<file path="config.mk">
export PLATFORM = sky130hd
export DESIGN_NAME = cache_mem_arbiter_rr
export DESIGN_NICKNAME = d
export VERILOG_FILES = /design/src/rtl/cache_mem_arbiter_rr.sv
export SDC_FILE = /design/constraint.sdc
export NUM_CORES = 1
export LEC_CHECK = 0
export ABC_AREA = 1
export BUFFER_PORTS_ARGS = -buffer_cell sky130_fd_sc_hd__buf_4
export CAP_MARGIN = 20
export CORE_UTILIZATION = 53
export CTS_CLUSTER_DIAMETER = 80
export CTS_CLUSTER_SIZE = 40
export DETAILED_ROUTE_END_ITERATION = 8
export GPL_TIMING_DRIVEN = 0
export PLACE_DENSITY_LB_ADDON = 0.12
export SLEW_MARGIN = 40
export SYNTH_ARGS = -nofsm -noshare
export SYNTH_HDL_FRONTEND = slang
export SYNTH_SLANG_ARGS = --single-unit
</file>
<file path="constraint.sdc">
create_clock -name clk -period 5.8 [get_ports clk]
set_input_delay 0.87 -clock clk [delete_from_list [all_inputs] [get_ports clk]]
set_output_delay 0.87 -clock clk [all_outputs]
set_load 0.02 [all_outputs]
</file>
<file path="src/rtl/cache_mem_arbiter_rr.sv">
// Round-robin arbiter from N cache miss ports onto one 1-cycle-latency read port.
// Routes the returned word to the granted cache and keeps saturating profiling counters.
module cache_mem_arbiter_rr #(
    parameter int N_PORTS    = 4,
    parameter int ADDR_WIDTH = 16,
    parameter int DWIDTH     = 16,
    parameter int CNT_WIDTH  = 32
) (
    input  logic                          clk,
    input  logic                          rst,
    input  logic [N_PORTS-1:0]            req_valid,
    input  logic [N_PORTS*ADDR_WIDTH-1:0] req_addr,
    output logic [N_PORTS-1:0]            req_ready,
    output logic [N_PORTS*DWIDTH-1:0]     rsp_data,
    input  logic                          mem_ready,
    output logic                          mem_en,
    output logic [ADDR_WIDTH-1:0]         mem_addr,
    input  logic [DWIDTH-1:0]             mem_rdata,
    output logic [CNT_WIDTH-1:0]          grant_cnt,
    output logic [CNT_WIDTH-1:0]          stall_cnt
);

    localparam int PTR_W = $clog2(N_PORTS);

    logic [PTR_W-1:0]     ptr_q, ptr_d;
    logic [N_PORTS-1:0]   grant_q, grant_d;
    logic                 rsp_pending_q, rsp_pending_d;
    logic [CNT_WIDTH-1:0] grant_cnt_q, grant_cnt_d;
    logic [CNT_WIDTH-1:0] stall_cnt_q, stall_cnt_d;

    logic                 gnt_found;
    logic [PTR_W-1:0]     gnt_idx;
    logic [PTR_W:0]       scan_sum;
    logic [PTR_W-1:0]     scan_idx;

    // Cyclic scan starting at ptr; the first requester encountered wins.
    always_comb begin
        gnt_found = 1'b0;
        gnt_idx   = '0;
        scan_sum  = '0;
        scan_idx  = '0;
        for (int k = 0; k < N_PORTS; k++) begin
            scan_sum = {1'b0, ptr_q} + (PTR_W+1)'(k);
            if (scan_sum >= (PTR_W+1)'(N_PORTS)) begin
                scan_sum = scan_sum - (PTR_W+1)'(N_PORTS);
            end
            scan_idx = scan_sum[PTR_W-1:0];
            if (!gnt_found && mem_ready && req_valid[scan_idx]) begin
                gnt_found = 1'b1;
                gnt_idx   = scan_idx;
            end
        end
    end

    always_comb begin
        req_ready = '0;
        mem_addr  = '0;
        for (int i = 0; i < N_PORTS; i++) begin
            if (gnt_found && gnt_idx == PTR_W'(i)) begin
                req_ready[i] = 1'b1;
                mem_addr     = req_addr[i*ADDR_WIDTH +: ADDR_WIDTH];
            end
        end
        mem_en = gnt_found;
    end

    // A reset in the response cycle drops the word, hence the rst gate.
    always_comb begin
        rsp_data = '0;
        for (int i = 0; i < N_PORTS; i++) begin
            if (rsp_pending_q && grant_q[i] && !rst) begin
                rsp_data[i*DWIDTH +: DWIDTH] = mem_rdata;
            end
        end
    end

    always_comb begin
        ptr_d         = ptr_q;
        grant_d       = grant_q;
        rsp_pending_d = 1'b0;
        grant_cnt_d   = grant_cnt_q;
        stall_cnt_d   = stall_cnt_q;
        if (gnt_found) begin
            ptr_d         = (gnt_idx == PTR_W'(N_PORTS-1)) ? '0 : gnt_idx + 1'b1;
            grant_d       = req_ready;
            rsp_pending_d = 1'b1;
            if (grant_cnt_q != '1) begin
                grant_cnt_d = grant_cnt_q + 1'b1;
            end
        end
        if (|(req_valid & ~req_ready) && stall_cnt_q != '1) begin
            stall_cnt_d = stall_cnt_q + 1'b1;
        end
    end

    always_ff @(posedge clk) begin
        if (rst) begin
            ptr_q         <= '0;
            grant_q       <= '0;
            rsp_pending_q <= 1'b0;
            grant_cnt_q   <= '0;
            stall_cnt_q   <= '0;
        end else begin
            ptr_q         <= ptr_d;
            grant_q       <= grant_d;
            rsp_pending_q <= rsp_pending_d;
            grant_cnt_q   <= grant_cnt_d;
            stall_cnt_q   <= stall_cnt_d;
        end
    end

    assign grant_cnt = grant_cnt_q;
    assign stall_cnt = stall_cnt_q;

endmodule

</file>
# --- Word-level counts from Yosys, hierarchy flattened ---
# Cells that the tools add are included.
word_totals:
  latchBits: 0
  mem_count: 0
  ff_bits: 71
  in_bits: 87
  rom_bits: 0
  ramBits: 0
  out_inout_bits: 149
op_classes:
  n_mux: 34
  n_addsub: 10
  n_div: 0
  n_lt_le_gt_ge: 8
  shifts: 0
  bitwise_logic: 2
  n_eq_ne: 5
  reduce_logical: 27
  n_mul: 0
op_table:
  columns: ["op", "n"]
  rows:
  - ["$mux 16", 8]
  - ["$add 32x1->32 const B", 2]
  - ["$ne 32x32->1 const B", 2]
  - ["$logic_and 1x1->1", 20]
  - ["$mux 2", 9]
  - ["$mux 1", 13]
  - ["$lt 2x3->1 const B", 4]
  - ["$ge 3x3->1 const B", 3]
  - ["$bmux 1 s2", 4]
  - ["$sub 2x1->2 const B", 4]
  - ["$add 2x2->3 const B", 2]
  - ["$and 4x4->4", 1]
  - ["$eq 2x2->1 const B", 2]
  - ["$logic_not 1->1", 4]
  - ["$not 4->4", 1]
  - ["$reduce_or 4->1", 1]
  - ["$add 2x1->3 const B", 1]
  - ["$ge 2x3->1 const B", 1]
  - ["$add 2x1->2 const B", 1]
  - ["$eq 2x1->1 const B", 1]
  - ["$logic_not 2->1", 1]
  - ["$reduce_and 2->1", 1]

# --- Depth between registers and ports, before layout ---
# Gate-level depths: netlist (run 1).
depth:
  ltp_word: 25
  depth_mapped: 23
  depth_no_buf: 22

# --- Worst setup path after synthesis (run 1) ---
# Ideal clock, no wire load.
synth_timing:
  path_kind: "input to output"
  startpoint: "input port req_valid[0]"
  endpoint: "output port mem_addr[10]"
  cell_stages: 17
  arrival_time_ns: 3.007
  path_buffers: 1
  required_time_ns: 4.930
  slack_ns: 1.923
  path_cell_list: "nand2_1 -> nand2_1 -> nor2_2 -> nor2_2 -> nand2_4 -> inv_1 -> nor3_1 -> nor3_1 -> a31oi_1 -> ha_1 -> nand2_4 -> clkinv_1 -> buf_2 -> nand2_1 -> nand2_1 -> nand2_1 -> a31oi_1"
synth_between:
  elab_chain_cells: 22
  elab_cells_between_ends: 38
  cone_classes: "eq/ne: 3; mux: 20; reduce/logical: 15"
synth_rtl:
  columns: ["item", "line", "text"]
  rows:
  - ["from (decl)", "11", "input logic [N_PORTS-1:0] req_valid,"]
  - ["$bmux 1 s2", "48", "if (!gnt_found && mem_ready && req_valid[scan_idx]) begin"]
  - ["$mux 1 (not written as such)", "48", null]
  - ["$logic_and 1x1->1", "48", null]
  - ["$mux 1", "48", null]
  - ["$logic_not 1->1", "48", null]
  - ["$logic_and 1x1->1 (2 in series)", "48", null]
  - ["$mux 1", "48", null]
  - ["$logic_not 1->1", "48", null]
  - ["$logic_and 1x1->1 (2 in series)", "48", null]
  - ["$mux 1", "48", null]
  - ["$logic_not 1->1", "48", null]
  - ["$logic_and 1x1->1 (2 in series)", "48", null]
  - ["$mux 2", "48", null]
  - ["$logic_not 2->1", "59", "if (gnt_found && gnt_idx == PTR_W'(i)) begin"]
  - ["$logic_and 1x1->1", "59", null]
  - ["$mux 16 (3 in series)", "59", null]
  - ["$mux 16 *", "59", null]
  - ["to (decl)", "17", "output logic [ADDR_WIDTH-1:0] mem_addr,"]
# Every way passes the cells marked *; elsewhere a longest branch is shown, timed or not. The select of a mux whose other input is x is not followed.

# --- Final worst setup path (run 1) ---
layout_timing:
  startpoint: "input port req_valid[0]"
  endpoint: "output port mem_addr[6]"
# Same word-level chain as after synthesis.

==> results of run 1 <==
==> cell type report <==
cell class              instances  area [µm²]
clock buffers                  11         141
well taps                     133         166
repair buffers                234        1760
fillers                       854        2270
plain buffers                  32         175
inverters                      91         347
flip-flops and latches         71        1420
multi-input cells             690        3510
clock inverters                 5        81.3
==> through the flow <==
stage	power, µW	utilization
finish	2800	0.770
global route	3010	0.770
CTS	2790	0.770
detailed placement	2350	0.748
global placement	2330	0.748
floorplan	1730	-
==> registers in the layout (all words and copies together), names as in the netlist <==
register / flops
grant_cnt: 32
grant_q: 4
ptr_q: 2
rsp_pending_q: 1
stall_cnt: 32
==> kinds of logic after synthesis <==
group / count (synthesis) / share of synthesized area
buffers and inverters: 123 / 0.0957
XOR/XNOR: 44 / 0.0707
flip-flops: 71 / 0.261
AO/OA/AOI/OAI: 95 / 0.103
adder cells (fa/ha/maj): 6 / 0.0138
AND/OR/NAND/NOR: 545 / 0.456
==> report_power, final <==
part           internal [µW]  switching, µW
registers                522           44.1
clock network            254            197
logic                    650           1140
==> worst paths after layout <==
check,start,endpoint,cells after the start
worst max-delay path,req_valid[0],mem_addr[6],17
worst min register to register,grant_q[1],grant_q[1],2
worst max register to register,ptr_q[1],stall_cnt[8],20
worst min-delay path,grant_q[1],grant_q[1],2
==> worst min-delay path: cells and delay by family (launching register included) <==
family             cells  cell delay, ns
AOI/OAI and AO/OA      1            0.05
DFF                    1            0.32
and+or+nand+nor        1            0.06
==> routing by layer <==
| metal | up-vias | GRT usage | part of all wire |
|---|---|---|---|
| met1 | 3085 | 0.393 | 0.40 |
| met5 | - | 0 | 0 |
| met2 | 277 | 0.575 | 0.49 |
| met3 | 44 | 0.0733 | 0.079 |
| met4 | 0 | 0.128 | 0.032 |
| li1 | 3344 | - | - |
==> cell usage in the layout (no fill, tap or decap), drive strengths merged <==
cell      Yosys  layout
buf          16     250
nand2       249     249
nor2        155     155
inv          88      88
nand3        78      78
dfxtp        71      71
a21oi        62      62
xor2         38      38
nor3         29      29
clkbuf       16      27
a31oi        17      17
nand4        16      16
nor4         15      15
o21ai        14      14
xnor2         6       6
ha            6       6
clkinv        3       5
nand3b        2       2
bufinv        0       2
a22oi         1       1
nor3b         1       1
o21a          1       1
clkinvlp      0       1
==> impl_metrics.prom, run 1 <==
# TYPE chip_impl_metric gauge
chip_impl_info{name="ys_top_cells_by_area",value="sky130_fd_sc_hd__dfxtp_1 (26%), sky130_fd_sc_hd__nand2_1 (16%), sky130_fd_sc_hd__nor2_1 (10%), sky130_fd_sc_hd__xor2_1 (6.1%), sky130_fd_sc_hd__inv_1 (5.7%)"} 1
chip_impl_metric{name="drt_iter0_markers",unit=""} 267
chip_impl_metric{name="power_per_cell_area",unit="nW/µm²"} 369
chip_impl_metric{name="num_vias",unit=""} 6750
chip_impl_metric{name="synth_nets",unit=""} 977
chip_impl_metric{name="place.detailed.hpwl",unit="µm"} 14800
chip_impl_metric{name="die_width",unit="µm"} 103
chip_impl_info{name="cp_common_cell",value="sky130_fd_sc_hd__nand2_1"} 1
chip_impl_metric{name="total_overflow_reported_by_the_global_router",unit=""} 0
chip_impl_metric{name="synth_area_per_cell",unit="µm²"} 6.17
chip_impl_metric{name="grt_use_total",unit=""} 0.329
chip_impl_info{name="synth_most_common_cell",value="sky130_fd_sc_hd__nand2_1"} 1
chip_impl_metric{name="ctsHoldBuffers",unit=""} 0
chip_impl_metric{name="placed_cells",unit=""} 1251
chip_impl_info{name="cts_root_buffer",value="sky130_fd_sc_hd__clkbuf_8"} 1
chip_impl_info{name="commonest_cells_in_the_synthesized_netlist",value="sky130_fd_sc_hd__nand2_1 (234), sky130_fd_sc_hd__nor2_1 (148), sky130_fd_sc_hd__inv_1 (83)"} 1
chip_impl_metric{name="post_dp_cell_area",unit="µm²"} 7380
chip_impl_metric{name="timing.final.crit_period",unit="ns"} 4.34
chip_impl_metric{name="clk_latency",unit="ns"} 0.35
chip_impl_metric{name="detail_route.drc_violations",unit=""} 0
chip_impl_metric{name="crit_arrival",unit="ns"} 3.47
chip_impl_metric{name="clock_sinks",unit=""} 71
chip_impl_info{name="worstSetupPathType",value="in -> out"} 1
chip_impl_metric{name="grt_start_max_net_pins",unit=""} 13
chip_impl_metric{name="route.detailed.vias_per_inst",unit=""} 5.33
chip_impl_metric{name="slew-limit-headroom",unit=""} 0.582
chip_impl_metric{name="post_cts_resize_count",unit=""} 0
chip_impl_metric{name="hold_violations",unit=""} 0
chip_impl_metric{name="die_h",unit="µm"} 103
chip_impl_metric{name="synth_top_area_share",unit=""} 0.261
chip_impl_metric{name="flow.area_growth_from_synthesis",unit="%"} 39.4
chip_impl_metric{name="worstPathMaxFanout",unit=""} 10
chip_impl_info{name="worst_setup_path_start_kind",value="input pin"} 1
chip_impl_info{name="min-delay-path-class",value="reg -> reg"} 1
chip_impl_metric{name="ant_nets_after_route",unit=""} 0
chip_impl_metric{name="reg2reg_setup_slack",unit="ns"} 2.86
chip_impl_metric{name="boundaryPins",unit=""} 236
chip_impl_info{name="cell_with_the_biggest_individual_delay_on_the_critical_path",value="sky130_fd_sc_hd__buf_1"} 1
chip_impl_metric{name="synth_seq_area_share",unit=""} 0.261
chip_impl_info{name="tritoncts_clock_tree",value="done"} 1
chip_impl_metric{name="power.ir.vdd_worst",unit="mV"} 0.572
chip_impl_metric{name="gate_count_post_synth",unit=""} 884
chip_impl_metric{name="post_route_cells_drive_above_1_share",unit=""} 0.292
chip_impl_metric{name="total_iterations_of_the_first_detailed_routing_run",unit=""} 5
chip_impl_metric{name="timing_worst_slew_pin_value",unit="ns"} 0.627
chip_impl_metric{name="core.rowCount",unit=""} 36
chip_impl_metric{name="final.setup.tns",unit="ns"} 0
chip_impl_info{name="rsz_0062_raised_after_global_routing",value="false"} 1
chip_impl_metric{name="antenna_found_initial",unit=""} 0
chip_impl_metric{name="placeableCoreArea",unit="µm²"} 9860
chip_impl_metric{name="drv_cap",unit=""} 0
chip_impl_metric{name="floorplan.initialDensity",unit=""} 0.553
chip_impl_metric{name="die-area",unit="µm²"} 10700
chip_impl_metric{name="synth_cell_types",unit=""} 36
chip_impl_metric{name="timing.critical_path.buf_inv",unit=""} 5
chip_impl_metric{name="final.setup.worst_slack",unit="ns"} 1.46
chip_impl_metric{name="htreeDepth",unit=""} 3
chip_impl_metric{name="n_antenna_cell",unit=""} 0
chip_impl_info{name="crit_path_end_kind",value="primary output"} 1
chip_impl_metric{name="data_required_time_at_the_worst_endpoint",unit="ns"} 4.93
chip_impl_metric{name="synthesis.yosys.warnings",unit=""} 0
chip_impl_metric{name="numPortBuffers",unit=""} 234
chip_impl_metric{name="grt_pass1_wl",unit="µm"} 27300
chip_impl_metric{name="timing.clock.skew",unit="ns"} 0.00904
chip_impl_metric{name="worst_slack_at_placement",unit="ns"} 1.48
chip_impl_metric{name="mappedNetlistArea",unit="µm²"} 5450
chip_impl_metric{name="maxSlewViolCount",unit=""} 0
chip_impl_metric{name="synth_seq_cells",unit=""} 71
chip_impl_metric{name="total_leakage_power",unit="µW"} 0.00346
chip_impl_metric{name="vias_in_the_first_global_route",unit=""} 5772
chip_impl_metric{name="final_min_period_over_clock_period",unit=""} 0.748
chip_impl_info{name="crit_path_cell_trace",value="buf_4 -> nand2_1 -> nand2_1 -> nor2_2 -> nor2_2 -> nand2_4 -> inv_1 -> nor3_1 -> nor3_1 -> a31oi_1 -> inv_1 -> ha_1 -> nand2_4 -> buf_1 -> nand2_1 -> a31oi_1 -> buf_4"} 1
chip_impl_metric{name="post_cts_buffers",unit=""} 0
chip_impl_metric{name="worst_hold_slack",unit="ns"} 0.470
chip_impl_info{name="critPathTopFamily",value="simple AND/OR/NAND/NOR gates"} 1
chip_impl_metric{name="fin_nets",unit=""} 1222
chip_impl_info{name="status",value="completed"} 1
chip_impl_metric{name="cts_buffer_depth",unit=""} 2
chip_impl_metric{name="async_flop_share",unit=""} 0
chip_impl_metric{name="maxClockFrequency",unit="GHz"} 0.230
chip_impl_metric{name="number_of_flops_mapped_to_enable_cells_by_yosys",unit=""} 0
chip_impl_metric{name="layoutNonFillerInstCount",unit=""} 1267
chip_impl_metric{name="clkTransAtPathRegs",unit="ns"} 0.08
chip_impl_info{name="synthFlopType",value="sky130_fd_sc_hd__dfxtp_1"} 1
chip_impl_metric{name="worst_path_largest_cell_delay",unit="ns"} 0.37
chip_impl_metric{name="gp_congestion",unit=""} 0.979
chip_impl_metric{name="finished_cell_area",unit="µm²"} 7600
chip_impl_metric{name="wirelength_per_cell",unit="µm"} 14.6
chip_impl_info{name="post-synth-top-area-cell",value="sky130_fd_sc_hd__dfxtp_1"} 1
chip_impl_metric{name="cts-buffers-inserted",unit=""} 9
chip_impl_metric{name="setup_violations",unit=""} 0
chip_impl_metric{name="wl",unit="µm"} 18500
Power figures use the tool's default switching activity.
==> inputs of run 2 (changes only) <==
--- a/config.mk
+++ b/config.mk
@@ -5,10 +5,10 @@
 export SDC_FILE = /design/constraint.sdc
 export NUM_CORES = 1
 export LEC_CHECK = 0
-export ABC_AREA = 1
+export ABC_AREA = 0
 export BUFFER_PORTS_ARGS = -buffer_cell sky130_fd_sc_hd__buf_4
 export CAP_MARGIN = 20
-export CORE_UTILIZATION = 53
+export CORE_UTILIZATION = 43
 export CTS_CLUSTER_DIAMETER = 80
 export CTS_CLUSTER_SIZE = 40
 export DETAILED_ROUTE_END_ITERATION = 8
==> constraint.sdc (replaced) <==
create_clock -name clk -period 3.65 [get_ports clk]
set_input_delay 0.5475 -clock clk [delete_from_list [all_inputs] [get_ports clk]]
set_output_delay 0.5475 -clock clk [all_outputs]
set_load 0.02 [all_outputs]
==> run 2 against run 1 <==
Net effect:
- critical path type is now reg -> out
- synthesized cell count shrank 25%
- die area is 12% higher
- critical endpoint is now mem_addr[5]
- largest power group unchanged
- non-clock buffer count is 31 higher
- worst setup slack got worse by 1.4 ns
==> impl_metrics.prom, run 2 <==
# TYPE chip_impl_metric gauge
chip_impl_metric{name="worst_hold_slack",unit="ns"} 0.512
chip_impl_info{name="critPathTopFamily",value="compound AO/OA/AOI/OAI gates"} 1
chip_impl_metric{name="worst_slack_at_placement",unit="ns"} -0.514
chip_impl_metric{name="flow.area_growth_from_synthesis",unit="%"} 56.8
chip_impl_info{name="min-delay-path-class",value="reg -> reg"} 1
chip_impl_metric{name="antenna_found_initial",unit=""} 0
chip_impl_metric{name="grt_start_max_net_pins",unit=""} 13
chip_impl_metric{name="grt_use_total",unit=""} 0.318
chip_impl_metric{name="timing.clock.skew",unit="ns"} 0.00802
chip_impl_info{name="worstReg2RegEnd",value="stall_cnt[18]"} 1
chip_impl_metric{name="cts_buffer_depth",unit=""} 2
chip_impl_metric{name="clk_latency",unit="ns"} 0.34
chip_impl_metric{name="worst_path_largest_cell_delay",unit="ns"} 0.42
chip_impl_metric{name="die_h",unit="µm"} 109
chip_impl_metric{name="synthesis.yosys.warnings",unit=""} 0
chip_impl_metric{name="total_leakage_power",unit="µW"} 0.00344
chip_impl_info{name="min_from",value="stall_cnt[29]"} 1
chip_impl_info{name="synthFlopType",value="sky130_fd_sc_hd__dfxtp_1"} 1
chip_impl_metric{name="drv_cap",unit=""} 0
chip_impl_info{name="tritoncts_clock_tree",value="done"} 1
chip_impl_metric{name="boundaryPins",unit=""} 236
chip_impl_metric{name="die_width",unit="µm"} 109
chip_impl_info{name="rsz_0062_raised_after_global_routing",value="true"} 1
chip_impl_metric{name="wl",unit="µm"} 20400
chip_impl_metric{name="gp_congestion",unit=""} 0.941
chip_impl_metric{name="synth_seq_area_share",unit=""} 0.287
chip_impl_metric{name="die-area",unit="µm²"} 11900
chip_impl_info{name="crit_path_cell_trace",value="or3b_4 -> a32oi_4 -> a221oi_4 -> a21oi_4 -> inv_2 -> ha_4 -> nor2b_4 -> buf_6 -> clkbuf_16 -> a221oi_2 -> nor3_1 -> a21oi_1 -> nor2_2 -> buf_6"} 1
chip_impl_info{name="synth_most_common_cell",value="sky130_fd_sc_hd__and3_1"} 1
chip_impl_metric{name="ant_nets_after_route",unit=""} 0
chip_impl_info{name="timing.rr.start",value="ptr_q[0]"} 1
chip_impl_metric{name="final_core_utilization",unit=""} 0.703
chip_impl_metric{name="total_iterations_of_the_first_detailed_routing_run",unit=""} 5
chip_impl_metric{name="placeableCoreArea",unit="µm²"} 11000
chip_impl_metric{name="synth_cell_types",unit=""} 55
chip_impl_metric{name="final_min_period_over_clock_period",unit=""} 0.985
chip_impl_metric{name="crit_arrival",unit="ns"} 3.05
chip_impl_info{name="worst_setup_path_start_kind",value="register"} 1
chip_impl_metric{name="synth_seq_cells",unit=""} 71
chip_impl_metric{name="hold_violations",unit=""} 0
chip_impl_metric{name="num_vias",unit=""} 6387
chip_impl_metric{name="mappedNetlistArea",unit="µm²"} 4950
chip_impl_metric{name="ctsHoldBuffers",unit=""} 0
chip_impl_metric{name="post_route_cells_drive_above_1_share",unit=""} 0.371
chip_impl_metric{name="route.detailed.vias_per_inst",unit=""} 6.04
chip_impl_metric{name="floorplan.initialDensity",unit=""} 0.448
chip_impl_info{name="mostFrequentLayoutCell",value="sky130_fd_sc_hd__buf_4"} 1
chip_impl_info{name="commonest_cells_in_the_synthesized_netlist",value="sky130_fd_sc_hd__and3_1 (80), sky130_fd_sc_hd__dfxtp_1 (71), sky130_fd_sc_hd__nor2_1 (61)"} 1
chip_impl_metric{name="min_delay_path_depth",unit=""} 2
chip_impl_metric{name="number_of_flops_mapped_to_enable_cells_by_yosys",unit=""} 0
chip_impl_metric{name="data_required_time_at_the_worst_endpoint",unit="ns"} 3.10
chip_impl_metric{name="cts-buffers-inserted",unit=""} 9
chip_impl_metric{name="n_antenna_cell",unit=""} 0
chip_impl_metric{name="final.setup.worst_slack",unit="ns"} 0.0534
chip_impl_info{name="cell_with_the_biggest_individual_delay_on_the_critical_path",value="sky130_fd_sc_hd__or3b_4"} 1
chip_impl_metric{name="synth_nets",unit=""} 758
chip_impl_metric{name="gate_count_post_synth",unit=""} 665
chip_impl_metric{name="reg2reg_setup_slack",unit="ns"} 0.42
chip_impl_metric{name="worst-r2r-cell-count",unit=""} 12
chip_impl_metric{name="maxClockFrequency",unit="GHz"} 0.278
chip_impl_metric{name="core.rowCount",unit=""} 38
chip_impl_metric{name="numPortBuffers",unit=""} 231
chip_impl_info{name="cts_root_buffer",value="sky130_fd_sc_hd__clkbuf_16"} 1
chip_impl_metric{name="power.ir.vdd_worst",unit="mV"} 0.533
chip_impl_metric{name="slew-limit-headroom",unit=""} 0.519
chip_impl_metric{name="fin_nets",unit=""} 1006
chip_impl_metric{name="place.detailed.hpwl",unit="µm"} 14800
chip_impl_metric{name="vias_in_the_first_global_route",unit=""} 5785
chip_impl_metric{name="setup_violations",unit=""} 0
chip_impl_metric{name="wirelength_per_cell",unit="µm"} 19.3
chip_impl_metric{name="total_overflow_reported_by_the_global_router",unit=""} 0
chip_impl_metric{name="power_per_cell_area",unit="nW/µm²"} 567
chip_impl_info{name="ys_top_cells_by_area",value="sky130_fd_sc_hd__dfxtp_1 (29%), sky130_fd_sc_hd__and3_1 (10%), sky130_fd_sc_hd__a21oi_1 (5.8%), sky130_fd_sc_hd__nor2_1 (4.6%), sky130_fd_sc_hd__nor2b_1 (3.7%)"} 1
chip_impl_metric{name="timing.critical_path.buf_inv",unit=""} 4
chip_impl_info{name="cp_common_cell",value="sky130_fd_sc_hd__buf_6"} 1
chip_impl_info{name="status",value="completed"} 1
chip_impl_metric{name="synth_top_area_share",unit=""} 0.287
chip_impl_metric{name="timing.final.crit_period",unit="ns"} 3.60
chip_impl_metric{name="grt_pass1_wl",unit="µm"} 29400
chip_impl_metric{name="drt_iter0_markers",unit=""} 610
chip_impl_metric{name="htreeDepth",unit=""} 3
chip_impl_metric{name="synth_area_per_cell",unit="µm²"} 7.44
chip_impl_info{name="crit_path_end_kind",value="primary output"} 1
chip_impl_info{name="post-synth-top-area-cell",value="sky130_fd_sc_hd__dfxtp_1"} 1
chip_impl_metric{name="async_flop_share",unit=""} 0
chip_impl_metric{name="worstPathMaxFanout",unit=""} 6
chip_impl_info{name="worstSetupPathType",value="reg -> out"} 1
chip_impl_metric{name="clock_sinks",unit=""} 71
chip_impl_metric{name="detail_route.drc_violations",unit=""} 0
chip_impl_info{name="layout_common_cells",value="sky130_fd_sc_hd__buf_4 (232), sky130_fd_sc_hd__and3_1 (80), sky130_fd_sc_hd__dfxtp_1 (70)"} 1
chip_impl_metric{name="final.setup.tns",unit="ns"} 0
chip_impl_metric{name="maxSlewViolCount",unit=""} 0
chip_impl_info{name="timing.hold.worst_endpoint",value="stall_cnt[29]"} 1
chip_impl_metric{name="timing_worst_slew_pin_value",unit="ns"} 0.721
chip_impl_metric{name="clkTransAtPathRegs",unit="ns"} 0.06
run 2: cell count changes after synthesis, sizes merged, moves of 16 or more:
cell | before | now
nand2 | 249 | 35
nor2 | 155 | 61
and3 | 0 | 80
inv | 88 | 13
nand3 | 78 | 29
clkbuf | 16 | 48
nor2b | 0 | 29
xor2 | 38 | 12
or4 | 0 | 24
o31ai | 0 | 23
a221oi | 0 | 17
a31oi | 17 | 1
run 2: through the flow:
step	cell area (µm²)	total power [µW]	instances
2_1_floorplan	4980	2050	665
3_3_place_gp	6890	2660	1036
3_5_place_dp	6890	2700	1036
4_1_cts	7550	4140	1055
5_1_grt	7750	4590	1058
6_report	7750	4390	1058
run 2: power breakdown:
| group | switching [µW] | internal (µW) | leakage (µW) | total [µW] |
|---|---|---|---|---|
| clock | 342 | 736 | 0.000173 | 1080 |
| sequential | 67.5 | 821 | 0.000574 | 889 |
| combinational | 1330 | 1100 | 0.00270 | 2430 |
run 2: how the worst max path moves through the flow:
stage | start | slack [ns] | depth (start not counted) | to
CTS | ptr_q[0] | -0.04 | 15 | mem_addr[5]
global route | ptr_q[0] | -0.06 | 15 | mem_addr[10]
detailed placement | req_valid[2] | -0.51 | 15 | mem_addr[8]
finish | ptr_q[0] | 0.05 | 14 | mem_addr[5]
floorplan | req_valid[2] | 0.05 | 15 | mem_addr[5]
global placement | req_valid[2] | -0.48 | 15 | mem_addr[9]
run 2: logic make-up after synthesis:
logic type,Yosys count,synth area share
simple gates,356,0.403
compound gates,126,0.172
buf+inv,73,0.0594
flops,71,0.287
xor+xnor,22,0.0390
mux,11,0.0245
fa+ha+maj,6,0.0152
run 2: per-layer routing:
metal  vias up  track usage  routed length [µm]
met5         -            0                   0
met4         0        0.132                 497
met3        42       0.0448                1650
met2       343        0.546               10000
met1      3038        0.397                8270
li1       2964            -                   -
run 2: what timing repair did:
| action | CTS | global route |
|---|---|---|
| gates resized for setup | 58 | 50 |
| pin swaps | 13 | 16 |
| setup endpoints to repair | 17 | 16 |
| gates cloned | 1 | 0 |
| buffers inserted | 4 | 4 |
run 2: worst reg2reg max path: cells and delay by family (launching register included):
family | cells | cell delay, ns
AO/OA/AOI/OAI | 6 | 1.07
AND/OR/NAND/NOR | 3 | 1.10
buffers and inverters | 2 | 0.39
adder cells (fa/ha/maj) | 1 | 0.24
flip-flops | 1 | 0.37
run 2: layout make-up:
class | instances | area (µm²)
Clock buffer | 10 | 229
Clock inverter | 6 | 133
Multi-Input combinational cell | 521 | 3570
Tap cell | 140 | 175
Sequential cell | 71 | 1430
Inverter | 13 | 48.8
Buffer | 57 | 313
Timing Repair Buffer | 240 | 1860
Fill cell | 887 | 3280
